===== src/rtl/multicycle_control_unit_if.sv =====
// Control-unit bus: memory handshakes, branch flags and datapath controls.
// master = control unit, slave = datapath/memory side.
interface multicycle_control_unit_if;
  logic [31:0] INST_CTRL;
  logic        INST_vld_CTRL;
  logic        BrEq_CTRL;
  logic        BrLt_CTRL;
  logic        D_MEM_rdy_CTRL;
  logic [3:0]  ALUsel_CTRL;
  logic [1:0]  WBACK_sel_CTRL;
  logic [2:0]  IMMsel_CTRL;
  logic        PCsel_CTRL;
  logic        PC_we_CTRL;
  logic        IR_we_CTRL;
  logic        REGFILE_en_CTRL;
  logic        Asel_CTRL;
  logic        Bsel_CTRL;
  logic        BrUn_CTRL;
  logic        D_MEM_re_CTRL;
  logic        D_MEM_we_CTRL;
  logic        TRAP_CTRL;

  modport master (
    input  INST_CTRL, INST_vld_CTRL, BrEq_CTRL,
    input  BrLt_CTRL, D_MEM_rdy_CTRL,
    output ALUsel_CTRL, WBACK_sel_CTRL, IMMsel_CTRL,
    output PCsel_CTRL, PC_we_CTRL, IR_we_CTRL,
    output REGFILE_en_CTRL, Asel_CTRL, Bsel_CTRL,
    output BrUn_CTRL, D_MEM_re_CTRL, D_MEM_we_CTRL,
    output TRAP_CTRL
  );

  modport slave (
    output INST_CTRL, INST_vld_CTRL, BrEq_CTRL,
    output BrLt_CTRL, D_MEM_rdy_CTRL,
    input  ALUsel_CTRL, WBACK_sel_CTRL, IMMsel_CTRL,
    input  PCsel_CTRL, PC_we_CTRL, IR_we_CTRL,
    input  REGFILE_en_CTRL, Asel_CTRL, Bsel_CTRL,
    input  BrUn_CTRL, D_MEM_re_CTRL, D_MEM_we_CTRL,
    input  TRAP_CTRL
  );
endinterface


===== src/rtl/multicycle_control_unit.sv =====
// Multi-cycle RV32I control FSM: FETCH/DECODE/EXEC/MEM/WBACK with a
// sticky TRAP for illegal opcodes and data-memory timeouts.
module multicycle_control_unit #(
  parameter int EN_BLT      = 1,
  parameter int TIMEOUT_W   = 4,
  parameter int MEM_TIMEOUT = 15
) (
  input logic CLK,
  input logic RST_N,
  multicycle_control_unit_if.master bus
);

  typedef enum logic [2:0] {
    S_FETCH, S_DECODE, S_EXEC, S_MEM, S_WBACK, S_TRAP
  } state_t;

  localparam logic [6:0] OP_R     = 7'b0110011;
  localparam logic [6:0] OP_I     = 7'b0010011;
  localparam logic [6:0] OP_LD    = 7'b0000011;
  localparam logic [6:0] OP_ST    = 7'b0100011;
  localparam logic [6:0] OP_BR    = 7'b1100011;
  localparam logic [6:0] OP_LUI   = 7'b0110111;
  localparam logic [6:0] OP_AUIPC = 7'b0010111;
  localparam logic [6:0] OP_JAL   = 7'b1101111;
  localparam logic [6:0] OP_JALR  = 7'b1100111;

  state_t               r_state, w_next;
  logic [31:0]          r_ir;
  logic [TIMEOUT_W-1:0] r_cnt, w_cnt_nxt;

  logic [6:0] w_op;
  logic [2:0] w_f3;
  logic       w_f7b5;
  logic       w_rd_nz;
  logic       w_is_r, w_is_i, w_is_ld, w_is_st, w_is_br;
  logic       w_is_lui, w_is_auipc, w_is_jal, w_is_jalr;
  logic       w_br_ok, w_legal, w_taken, w_mux_act;
  logic       w_unused;

  assign w_op     = r_ir[6:0];
  assign w_f3     = r_ir[14:12];
  assign w_f7b5   = r_ir[30];
  assign w_rd_nz  = (r_ir[11:7] != 5'd0);
  assign w_unused = &{1'b0, r_ir[31], r_ir[29:15]};

  assign w_is_r     = (w_op == OP_R);
  assign w_is_i     = (w_op == OP_I);
  assign w_is_ld    = (w_op == OP_LD);
  assign w_is_st    = (w_op == OP_ST);
  assign w_is_br    = (w_op == OP_BR);
  assign w_is_lui   = (w_op == OP_LUI);
  assign w_is_auipc = (w_op == OP_AUIPC);
  assign w_is_jal   = (w_op == OP_JAL);
  assign w_is_jalr  = (w_op == OP_JALR);

  // 010/011 never legal; the ordering compares only when enabled
  assign w_br_ok = (w_f3[2:1] != 2'b01) &&
                   (!w_f3[2] || (EN_BLT != 0));

  assign w_legal = w_is_r | w_is_i | w_is_ld | w_is_st |
                   w_is_lui | w_is_auipc | w_is_jal |
                   w_is_jalr | (w_is_br & w_br_ok);

  // Branch outcome from the comparator flags
  always_comb begin
    w_taken = 1'b0;
    case (w_f3)
      3'b000:        w_taken = bus.BrEq_CTRL;
      3'b001:        w_taken = !bus.BrEq_CTRL;
      3'b100, 3'b110: w_taken = bus.BrLt_CTRL;
      3'b101, 3'b111: w_taken = !bus.BrLt_CTRL;
      default:       w_taken = 1'b0;
    endcase
  end

  // State, instruction register and memory-wait counter
  always_ff @(posedge CLK or negedge RST_N) begin
    if (!RST_N) begin
      r_state <= S_FETCH;
      r_ir    <= 32'h0000_0013;
      r_cnt   <= '0;
    end else begin
      r_state <= w_next;
      r_cnt   <= w_cnt_nxt;
      if (bus.IR_we_CTRL) r_ir <= bus.INST_CTRL;
    end
  end

  // EXEC mux settings, held through MEM and WBACK so the ALU result stays valid
  assign w_mux_act = (r_state == S_EXEC) || (r_state == S_MEM) ||
                     (r_state == S_WBACK);

  always_comb begin
    bus.ALUsel_CTRL = 4'b0000;
    bus.IMMsel_CTRL = 3'b000;
    bus.Asel_CTRL   = 1'b0;
    bus.Bsel_CTRL   = 1'b0;
    bus.BrUn_CTRL   = 1'b0;
    if (w_mux_act) begin
      unique case (1'b1)
        w_is_r: bus.ALUsel_CTRL = {w_f7b5, w_f3};
        w_is_i: begin
          bus.Bsel_CTRL   = 1'b1;
          bus.ALUsel_CTRL = {(w_f3 == 3'b101) & w_f7b5, w_f3};
        end
        w_is_ld, w_is_jalr: bus.Bsel_CTRL = 1'b1;
        w_is_st: begin
          bus.Bsel_CTRL   = 1'b1;
          bus.IMMsel_CTRL = 3'b001;
        end
        w_is_br: begin
          bus.Asel_CTRL   = 1'b1;
          bus.Bsel_CTRL   = 1'b1;
          bus.IMMsel_CTRL = 3'b010;
          bus.BrUn_CTRL   = w_f3[1];
        end
        w_is_auipc: begin
          bus.Asel_CTRL   = 1'b1;
          bus.Bsel_CTRL   = 1'b1;
          bus.IMMsel_CTRL = 3'b011;
        end
        w_is_jal: begin
          bus.Asel_CTRL   = 1'b1;
          bus.Bsel_CTRL   = 1'b1;
          bus.IMMsel_CTRL = 3'b100;
        end
        w_is_lui: begin
          bus.Bsel_CTRL   = 1'b1;
          bus.ALUsel_CTRL = 4'b1111;
          bus.IMMsel_CTRL = 3'b011;
        end
        default: ;
      endcase
    end
  end

  // Next state, enables and handshake requests
  always_comb begin
    w_next              = r_state;
    w_cnt_nxt           = '0;
    bus.WBACK_sel_CTRL  = 2'b01;
    bus.PCsel_CTRL      = 1'b0;
    bus.PC_we_CTRL      = 1'b0;
    bus.IR_we_CTRL      = 1'b0;
    bus.REGFILE_en_CTRL = 1'b0;
    bus.D_MEM_re_CTRL   = 1'b0;
    bus.D_MEM_we_CTRL   = 1'b0;
    bus.TRAP_CTRL       = 1'b0;
    case (r_state)
      S_FETCH: begin
        bus.IR_we_CTRL = bus.INST_vld_CTRL;
        if (bus.INST_vld_CTRL) w_next = S_DECODE;
      end
      S_DECODE: w_next = w_legal ? S_EXEC : S_TRAP;
      S_EXEC: begin
        if (w_is_br) begin
          bus.PC_we_CTRL = 1'b1;
          bus.PCsel_CTRL = w_taken;
          w_next         = S_FETCH;
        end else if (w_is_ld || w_is_st) begin
          w_next = S_MEM;
        end else begin
          w_next = S_WBACK;
        end
      end
      S_MEM: begin
        bus.D_MEM_re_CTRL = w_is_ld;
        bus.D_MEM_we_CTRL = w_is_st;
        if (bus.D_MEM_rdy_CTRL) begin
          if (w_is_ld) begin
            w_next = S_WBACK;
          end else begin
            bus.PC_we_CTRL = 1'b1;
            w_next         = S_FETCH;
          end
        end else if (r_cnt == TIMEOUT_W'(MEM_TIMEOUT)) begin
          w_next = S_TRAP;
        end else begin
          w_cnt_nxt = r_cnt + TIMEOUT_W'(1);
        end
      end
      S_WBACK: begin
        bus.REGFILE_en_CTRL = w_rd_nz;
        bus.PC_we_CTRL      = 1'b1;
        bus.PCsel_CTRL      = w_is_jal | w_is_jalr;
        if (w_is_ld)
          bus.WBACK_sel_CTRL = 2'b00;
        else if (w_is_jal || w_is_jalr)
          bus.WBACK_sel_CTRL = 2'b10;
        w_next = S_FETCH;
      end
      S_TRAP: bus.TRAP_CTRL = 1'b1;
      default: w_next = S_FETCH;
    endcase
  end

endmodule

===== src/flat_wrapper.sv =====
// flat-port wrapper written by rule: the top's interface ports become plain ports
module multicycle_control_unit_flat 
#(
  parameter int EN_BLT      = 1,
  parameter int TIMEOUT_W   = 4,
  parameter int MEM_TIMEOUT = 15
)
  (CLK, RST_N, bus_INST_CTRL, bus_INST_vld_CTRL, bus_BrEq_CTRL, bus_BrLt_CTRL, bus_D_MEM_rdy_CTRL, bus_ALUsel_CTRL, bus_WBACK_sel_CTRL, bus_IMMsel_CTRL, bus_PCsel_CTRL, bus_PC_we_CTRL, bus_IR_we_CTRL, bus_REGFILE_en_CTRL, bus_Asel_CTRL, bus_Bsel_CTRL, bus_BrUn_CTRL, bus_D_MEM_re_CTRL, bus_D_MEM_we_CTRL, bus_TRAP_CTRL);
  multicycle_control_unit_if bus_i ();
  input logic CLK;
  input logic RST_N;
  input wire logic [$bits(bus_i.INST_CTRL)-1:0] bus_INST_CTRL;
  input wire logic [$bits(bus_i.INST_vld_CTRL)-1:0] bus_INST_vld_CTRL;
  input wire logic [$bits(bus_i.BrEq_CTRL)-1:0] bus_BrEq_CTRL;
  input wire logic [$bits(bus_i.BrLt_CTRL)-1:0] bus_BrLt_CTRL;
  input wire logic [$bits(bus_i.D_MEM_rdy_CTRL)-1:0] bus_D_MEM_rdy_CTRL;
  output wire logic [$bits(bus_i.ALUsel_CTRL)-1:0] bus_ALUsel_CTRL;
  output wire logic [$bits(bus_i.WBACK_sel_CTRL)-1:0] bus_WBACK_sel_CTRL;
  output wire logic [$bits(bus_i.IMMsel_CTRL)-1:0] bus_IMMsel_CTRL;
  output wire logic [$bits(bus_i.PCsel_CTRL)-1:0] bus_PCsel_CTRL;
  output wire logic [$bits(bus_i.PC_we_CTRL)-1:0] bus_PC_we_CTRL;
  output wire logic [$bits(bus_i.IR_we_CTRL)-1:0] bus_IR_we_CTRL;
  output wire logic [$bits(bus_i.REGFILE_en_CTRL)-1:0] bus_REGFILE_en_CTRL;
  output wire logic [$bits(bus_i.Asel_CTRL)-1:0] bus_Asel_CTRL;
  output wire logic [$bits(bus_i.Bsel_CTRL)-1:0] bus_Bsel_CTRL;
  output wire logic [$bits(bus_i.BrUn_CTRL)-1:0] bus_BrUn_CTRL;
  output wire logic [$bits(bus_i.D_MEM_re_CTRL)-1:0] bus_D_MEM_re_CTRL;
  output wire logic [$bits(bus_i.D_MEM_we_CTRL)-1:0] bus_D_MEM_we_CTRL;
  output wire logic [$bits(bus_i.TRAP_CTRL)-1:0] bus_TRAP_CTRL;
  assign bus_i.INST_CTRL = bus_INST_CTRL;
  assign bus_i.INST_vld_CTRL = bus_INST_vld_CTRL;
  assign bus_i.BrEq_CTRL = bus_BrEq_CTRL;
  assign bus_i.BrLt_CTRL = bus_BrLt_CTRL;
  assign bus_i.D_MEM_rdy_CTRL = bus_D_MEM_rdy_CTRL;
  assign bus_ALUsel_CTRL = bus_i.ALUsel_CTRL;
  assign bus_WBACK_sel_CTRL = bus_i.WBACK_sel_CTRL;
  assign bus_IMMsel_CTRL = bus_i.IMMsel_CTRL;
  assign bus_PCsel_CTRL = bus_i.PCsel_CTRL;
  assign bus_PC_we_CTRL = bus_i.PC_we_CTRL;
  assign bus_IR_we_CTRL = bus_i.IR_we_CTRL;
  assign bus_REGFILE_en_CTRL = bus_i.REGFILE_en_CTRL;
  assign bus_Asel_CTRL = bus_i.Asel_CTRL;
  assign bus_Bsel_CTRL = bus_i.Bsel_CTRL;
  assign bus_BrUn_CTRL = bus_i.BrUn_CTRL;
  assign bus_D_MEM_re_CTRL = bus_i.D_MEM_re_CTRL;
  assign bus_D_MEM_we_CTRL = bus_i.D_MEM_we_CTRL;
  assign bus_TRAP_CTRL = bus_i.TRAP_CTRL;
  multicycle_control_unit #(.EN_BLT(EN_BLT), .TIMEOUT_W(TIMEOUT_W), .MEM_TIMEOUT(MEM_TIMEOUT)) u_core (.CLK(CLK), .RST_N(RST_N), .bus(bus_i));
endmodule

===== config.mk =====
export PLATFORM = sky130hd
export DESIGN_NAME = multicycle_control_unit_flat
export DESIGN_NICKNAME = d
export VERILOG_FILES = /design/src/rtl/multicycle_control_unit_if.sv /design/src/rtl/multicycle_control_unit.sv /design/src/flat_wrapper.sv
export SDC_FILE = /design/constraint.sdc
export NUM_CORES = 1
export LEC_CHECK = 0
export ABC_AREA = 1
export BUFFER_PORTS_ARGS = -buffer_cell sky130_fd_sc_hd__clkbuf_2
export CAP_MARGIN = 20
export CORE_UTILIZATION = 54
export CTS_BUF_LIST = sky130_fd_sc_hd__clkbuf_4
export CTS_CLUSTER_SIZE = 20
export DETAILED_ROUTE_END_ITERATION = 10
export PLACE_DENSITY = 0.87
export SLEW_MARGIN = 20
export SYNTH_ARGS = -nofsm -noshare
export SYNTH_HDL_FRONTEND = slang
export SYNTH_SLANG_ARGS = --single-unit

===== constraint.sdc =====
create_clock -name CLK -period 2.6 [get_ports CLK]
set_input_delay 0.26 -clock CLK [delete_from_list [all_inputs] [get_ports CLK]]
set_output_delay 0.26 -clock CLK [all_outputs]
set_load 0.01 [all_outputs]

== Yosys cells after proc, flatten, opt, wreduce, memory -nomap -nowiden ==
Cells that the tools add are included.

* Word-level logic and storage cells: 90
* Input port bits: 38
* Register bits: 38

* Reductions and logical operators: 15
* Equality and inequality tests: 23
* Add/sub/neg operators: 1
* Multiplexer cells: 36
* Bitwise operators: 12

{| class="wikitable"
|+ Operator list
! kind !! count
|-
| 3-bit 2-to-1 mux || 8
|-
| 7-bit by 6-bit equality test with 1-bit output, second input constant || 3
|-
| 7-bit equality test, second input constant || 3
|-
| 3-bit equality test, second input constant || 6
|-
| 4-bit 2-to-1 mux || 4
|-
| 1-bit 2-to-1 mux || 15
|-
| 3-bit case mux with 5 select lines || 1
|-
| 7-bit by 5-bit equality test with 1-bit output, second input constant || 2
|-
| 3-bit case mux with 4 select lines || 1
|-
| 4-bit case mux with 3 select lines || 1
|-
| 1-bit bitwise OR || 9
|-
| 8-bit OR reduction || 1
|-
| 7-bit by 2-bit equality test with 1-bit output, second input constant || 1
|-
| 3-bit by 1-bit equality test with 1-bit output, second input constant || 2
|-
| 3-bit by 2-bit equality test with 1-bit output, second input constant || 2
|-
| 3-bit logical NOT || 2
|-
| 2-bit 2-to-1 mux || 3
|-
| 2-bit OR reduction || 3
|-
| 5-bit nonzero test || 1
|-
| 4-bit by 1-bit adder with 4-bit output, second input constant || 1
|-
| 4-bit equality test, second input constant || 1
|-
| 1-bit logical OR || 4
|-
| 1-bit case mux with 4 select lines || 1
|-
| 3-bit != test, second input constant || 1
|-
| 9 further kinds || 11
|}

== Logic depth before layout (Yosys ltp) ==
* Depth after elaboration: 11
* Mapped depth: 11
* Gate-level depth less buffers: 11

== Least setup slack after synthesis ==
Ideal clock, no wire load.

* Kind: register -> output
* Start: register u_core.r_ir[1]
* End: output bus_ALUsel_CTRL[3]
* Path buffers: 0
* Path slack: 1030 ps
* Data required time: 2340 ps
* Stages on the path, launching flop included: 9
* Arrival time: 1310 ps
* Cell sequence: dfstp_2 nand2_2 nor2_4 nand2_4 nor2_8 nand2_2 o21ai_2 nand2_1 nor2_1

* Word-level cells in the longest chain between the ends: 3
* Elaborated cells between the ends (all ways): 5

{| class="wikitable"
|+ RTL lines
! element !! RTL line !! source
|-
| from (decl) || multicycle_control_unit.sv:28 || <nowiki>logic [31:0] r_ir;</nowiki>
|-
| from (signal assigned) || multicycle_control_unit.sv:85 || <nowiki>if (bus.IR_we_CTRL) r_ir <= bus.INST_CTRL;</nowiki>
|-
| 7-bit by 6-bit equality test with 1-bit output, or another cell as far along || multicycle_control_unit.sv:51 || <nowiki>assign w_is_lui = (w_op == OP_LUI);</nowiki>
|-
| 4-bit case mux with 3 select lines (*) || multicycle_control_unit.sv:100 || <nowiki>unique case (1'b1)</nowiki>
|-
| 4-bit 2-to-1 mux (*) || multicycle_control_unit.sv:99 || <nowiki>if (w_mux_act) begin</nowiki>
|-
| to (decl) || flat_wrapper.sv:17 || <nowiki>output wire logic [$bits(bus_i.ALUsel_CTRL)-1:0] bus_ALUsel_CTRL;</nowiki>
|}

Mark *: on every way between the ends. The rest lies on a longest branch, timed or not.

== Worst setup path in the final report ==
Ends and elaborated chain as after synthesis.

==> key figures <==
Power
  – Pwr/cell area: about 870 nW/µm²
  – Tot Pwr: 0.00148 W
  – Maximum VDD drop: approximately 700 µV
  – Leakage power: 0.911 nW

Routing
  – 1st-iter DRT viols: 11
  – Routed vias: between 1000 and 1500
  – Drc violations: 0
  – Vias per cell: 5.15
  – Wirelength per Cell: 10.8 µm
  – ANT nets after route: 0
  – Drt pass-1 iters: 4
  – Drt total wl: between 2000 and 3000 µm

Setup path
  – Critical path origin: u_core.r_ir[1]
  – Max stage delay on crit path: roughly 0.56 ns
  – Worst reg-to-reg setup slack: 1.02 ns
  – R2R Path Start: u_core.r_state[2]
  – Cell family with most CP delay: simple AND/OR/NAND/NOR gates
  – Worst path arrival time: between 1.5 and 2 ns
  – Crit path max fanout: 7
  – Bufs and invs on worst path: 1
  – Setup CP Type: flop to output pin
  – Critical-path cell with the highest stage delay: dfstp_2
  – CP required: 2.34 ns
  – Most common cell on crit path: nand2_2
  – Critical path cell sequence: nand2_2 > nor2_4 > nand2_4 > nor2_8 > nand2_2 > o21ai_2 > nand2_1 > nor2_1 > clkbuf_2
  – Critical Path End Type: output pin
  – CP startpoint kind: flop

STA
  – Setup violators final: 0
  – Fmax: 485 MHz
  – Setup TNS: 0 ns
  – Fin. max-slew vios: 0
  – RSZ-0062 raised after global routing: no
  – Final period util: 0.792
  – Slew HR: 0.636
  – Skew final: about 0.0049 ns
  – Slew @ Worst Pin: about 0.55 ns
  – Final hold viol count: 0
  – Min Clock Period, post-route: 2.06 ns

Final layout
  – Area Overhead vs Synth: 17.6%
  – Ant diodes: 0
  – Nets: 275
  – Layout cells sized above 1: 0.323
  – Filler cell count: 239

GRT
  – Antenna violations before repair: 0
  – GRT Util Overall: 0.231
  – Vias in the first global route: 1190
  – Largest net degree at the start of global routing: 26
  – Remaining Overflow, GRT: 0
  – First-pass GRT wire length: 4710 µm

Clocking
  – Reg clk slew, reported paths: around 0.11 ns
  – Clk root buf: clkbuf_4
  – Postcts setup bufs: 0
  – Worst-Skew Late Latency: 0.30 ns
  – CTS tree: built
  – CTS sink cnt: 23
  – Max clock buf depth: 2
  – Htree depth: 1
  – Num CTS Buffers: 3

Synth
  – Synth warn: 0
  – Async S/R FF share, synth: 1.00
  – Synthesized area: approximately 1500 µm²
  – Syn Inst Count: 192
  – Post-synthesis cell type count: 28
  – Post-synthesis sequential area ratio: 0.399
  – Synth Flop Type: dfrtp_1
  – Syn_nets: between 200 and 250
  – EDFF count, synth: 0
  – Register bit total from synthesis: 23
  – Syn Area/Cell: roughly 7.6 µm²

Die
  – Die area: 2900 µm²
  – Die Ht: 53.8 µm
  – I/O pin count: between 50 and 60
  – Site row count: 18
  – Die W: 53.8 µm
  – Initial Util: 0.580
  – Core area: 2500 µm²

Placement
  – Hpwl dp: 2360 µm
  – Port bufs: 40
  – RD Place Congestion: 0.842

Job
  – Max-Cap Viols: 0

Hold path
  – Hold path startpoint: bus_INST_CTRL[0]
  – Hold Path Class: primary input to flop

Run status
  – Status: finished, final reports clean
area by class of cell:
cell class | count | area (µm²) | share of cell area
Tap cell | 30 | 37.5 | 0.0220
Inverter | 25 | 93.8 | 0.0550
Sequential cell | 23 | 579 | 0.340
Timing Repair Buffer | 41 | 210 | 0.123
Multi-Input combinational cell | 142 | 754 | 0.442
Clock buffer | 4 | 30.0 | 0.0176
worst paths after layout:
| check | endpoint | cells past startpoint |
|---|---|---|
| worst max-delay path | bus_ALUsel_CTRL[3] | 9 |
| worst min-delay path | u_core.r_ir[0] | 3 |
| worst max register to register | u_core.r_ir[8] | 6 |
| worst min register to register | u_core.r_cnt[0] | 1 |
| max in group asynchronous | u_core.r_ir[4] | 2 |
| min in group asynchronous | u_core.r_ir[7] | 2 |
synthesized netlist by cell type, types with 3 or more instances:
cell / number / area share
nor3_1: 5 / 0.017
nor2_1: 15 / 0.039
nor2_4: 4 / 0.031
nand4_1: 5 / 0.022
o21ai_0: 11 / 0.038
dfstp_2: 3 / 0.054
nand2_1: 59 / 0.15
dfrtp_1: 20 / 0.35
a21oi_1: 8 / 0.028
inv_1: 16 / 0.041
nand3_1: 11 / 0.038
nand2_2: 4 / 0.017
inv_2: 9 / 0.023
cells by family after synthesis:
group | synth area share
adders and majority gates | 0.00863
buffers and inverters | 0.0802
AOI/OAI and AO/OA | 0.110
xor gates and xnor gates | 0.0181
DFF | 0.399
and+or+nand+nor | 0.384
timing repair:
item	in CTS	in global routing
gates resized for setup	0	0
hold buffers	1	0
endpoints found under the hold margin	20	0
cell usage in the layout (no fill, tap or decap), drive strengths merged, types with 2 or more instances in the layout:
cell type / instances
nor3: 6
o21ai: 13
a21oi: 9
xor2: 2
nand3: 13
clkbuf: 44
nand4: 5
a31oi: 2
dfrtp: 20
dfstp: 3
inv: 25
nand2: 65
nor2: 22
sequential cells by signal, summed over array words and instances, names as in the netlist:
name / flops
u_core.r_cnt: 4
u_core.r_ir: 16
u_core.r_state: 3
per-stage QoR:
stage | hold WS [ns] | cells | cell area, µm² | util | setup WS [ns]
detailed placement | 0.271 | 260 | 1670 | 0.666 | 0.869
global placement | 0.268 | 260 | 1670 | 0.666 | 0.898
global route | 0.119 | 265 | 1710 | 0.682 | 0.405
CTS | 0.122 | 265 | 1710 | 0.682 | 0.517
finish | 0.126 | 265 | 1710 | 0.682 | 0.540
floorplan | -0.0356 | 192 | 1450 | - | 1.03
report_power, final:
group	internal, W	switching, W	leakage (nW)	total (W)
clock	0.0000703	0.0000967	0.0184	0.000167
combinational	0.000222	0.000437	0.606	0.000659
sequential	0.000512	0.000142	0.287	0.000654
layer usage:
| layer | part of all wire | global-route usage | vias up |
|---|---|---|---|
| met5 | 0 | 0 | - |
| met2 | 0.49 | 0.407 | 47 |
| met1 | 0.45 | 0.275 | 606 |
| li1 | - | - | 707 |
| met4 | 0.012 | 0.0921 | 0 |
| met3 | 0.050 | 0.0395 | 4 |
worst min-delay path: cells and delay by family:
kind | cells | cell delay (ns)
and+or+nand+nor | 2 | 0.10
buffers and inverters | 1 | 0.08
Note: power is estimated with default switching activity, not from simulation.
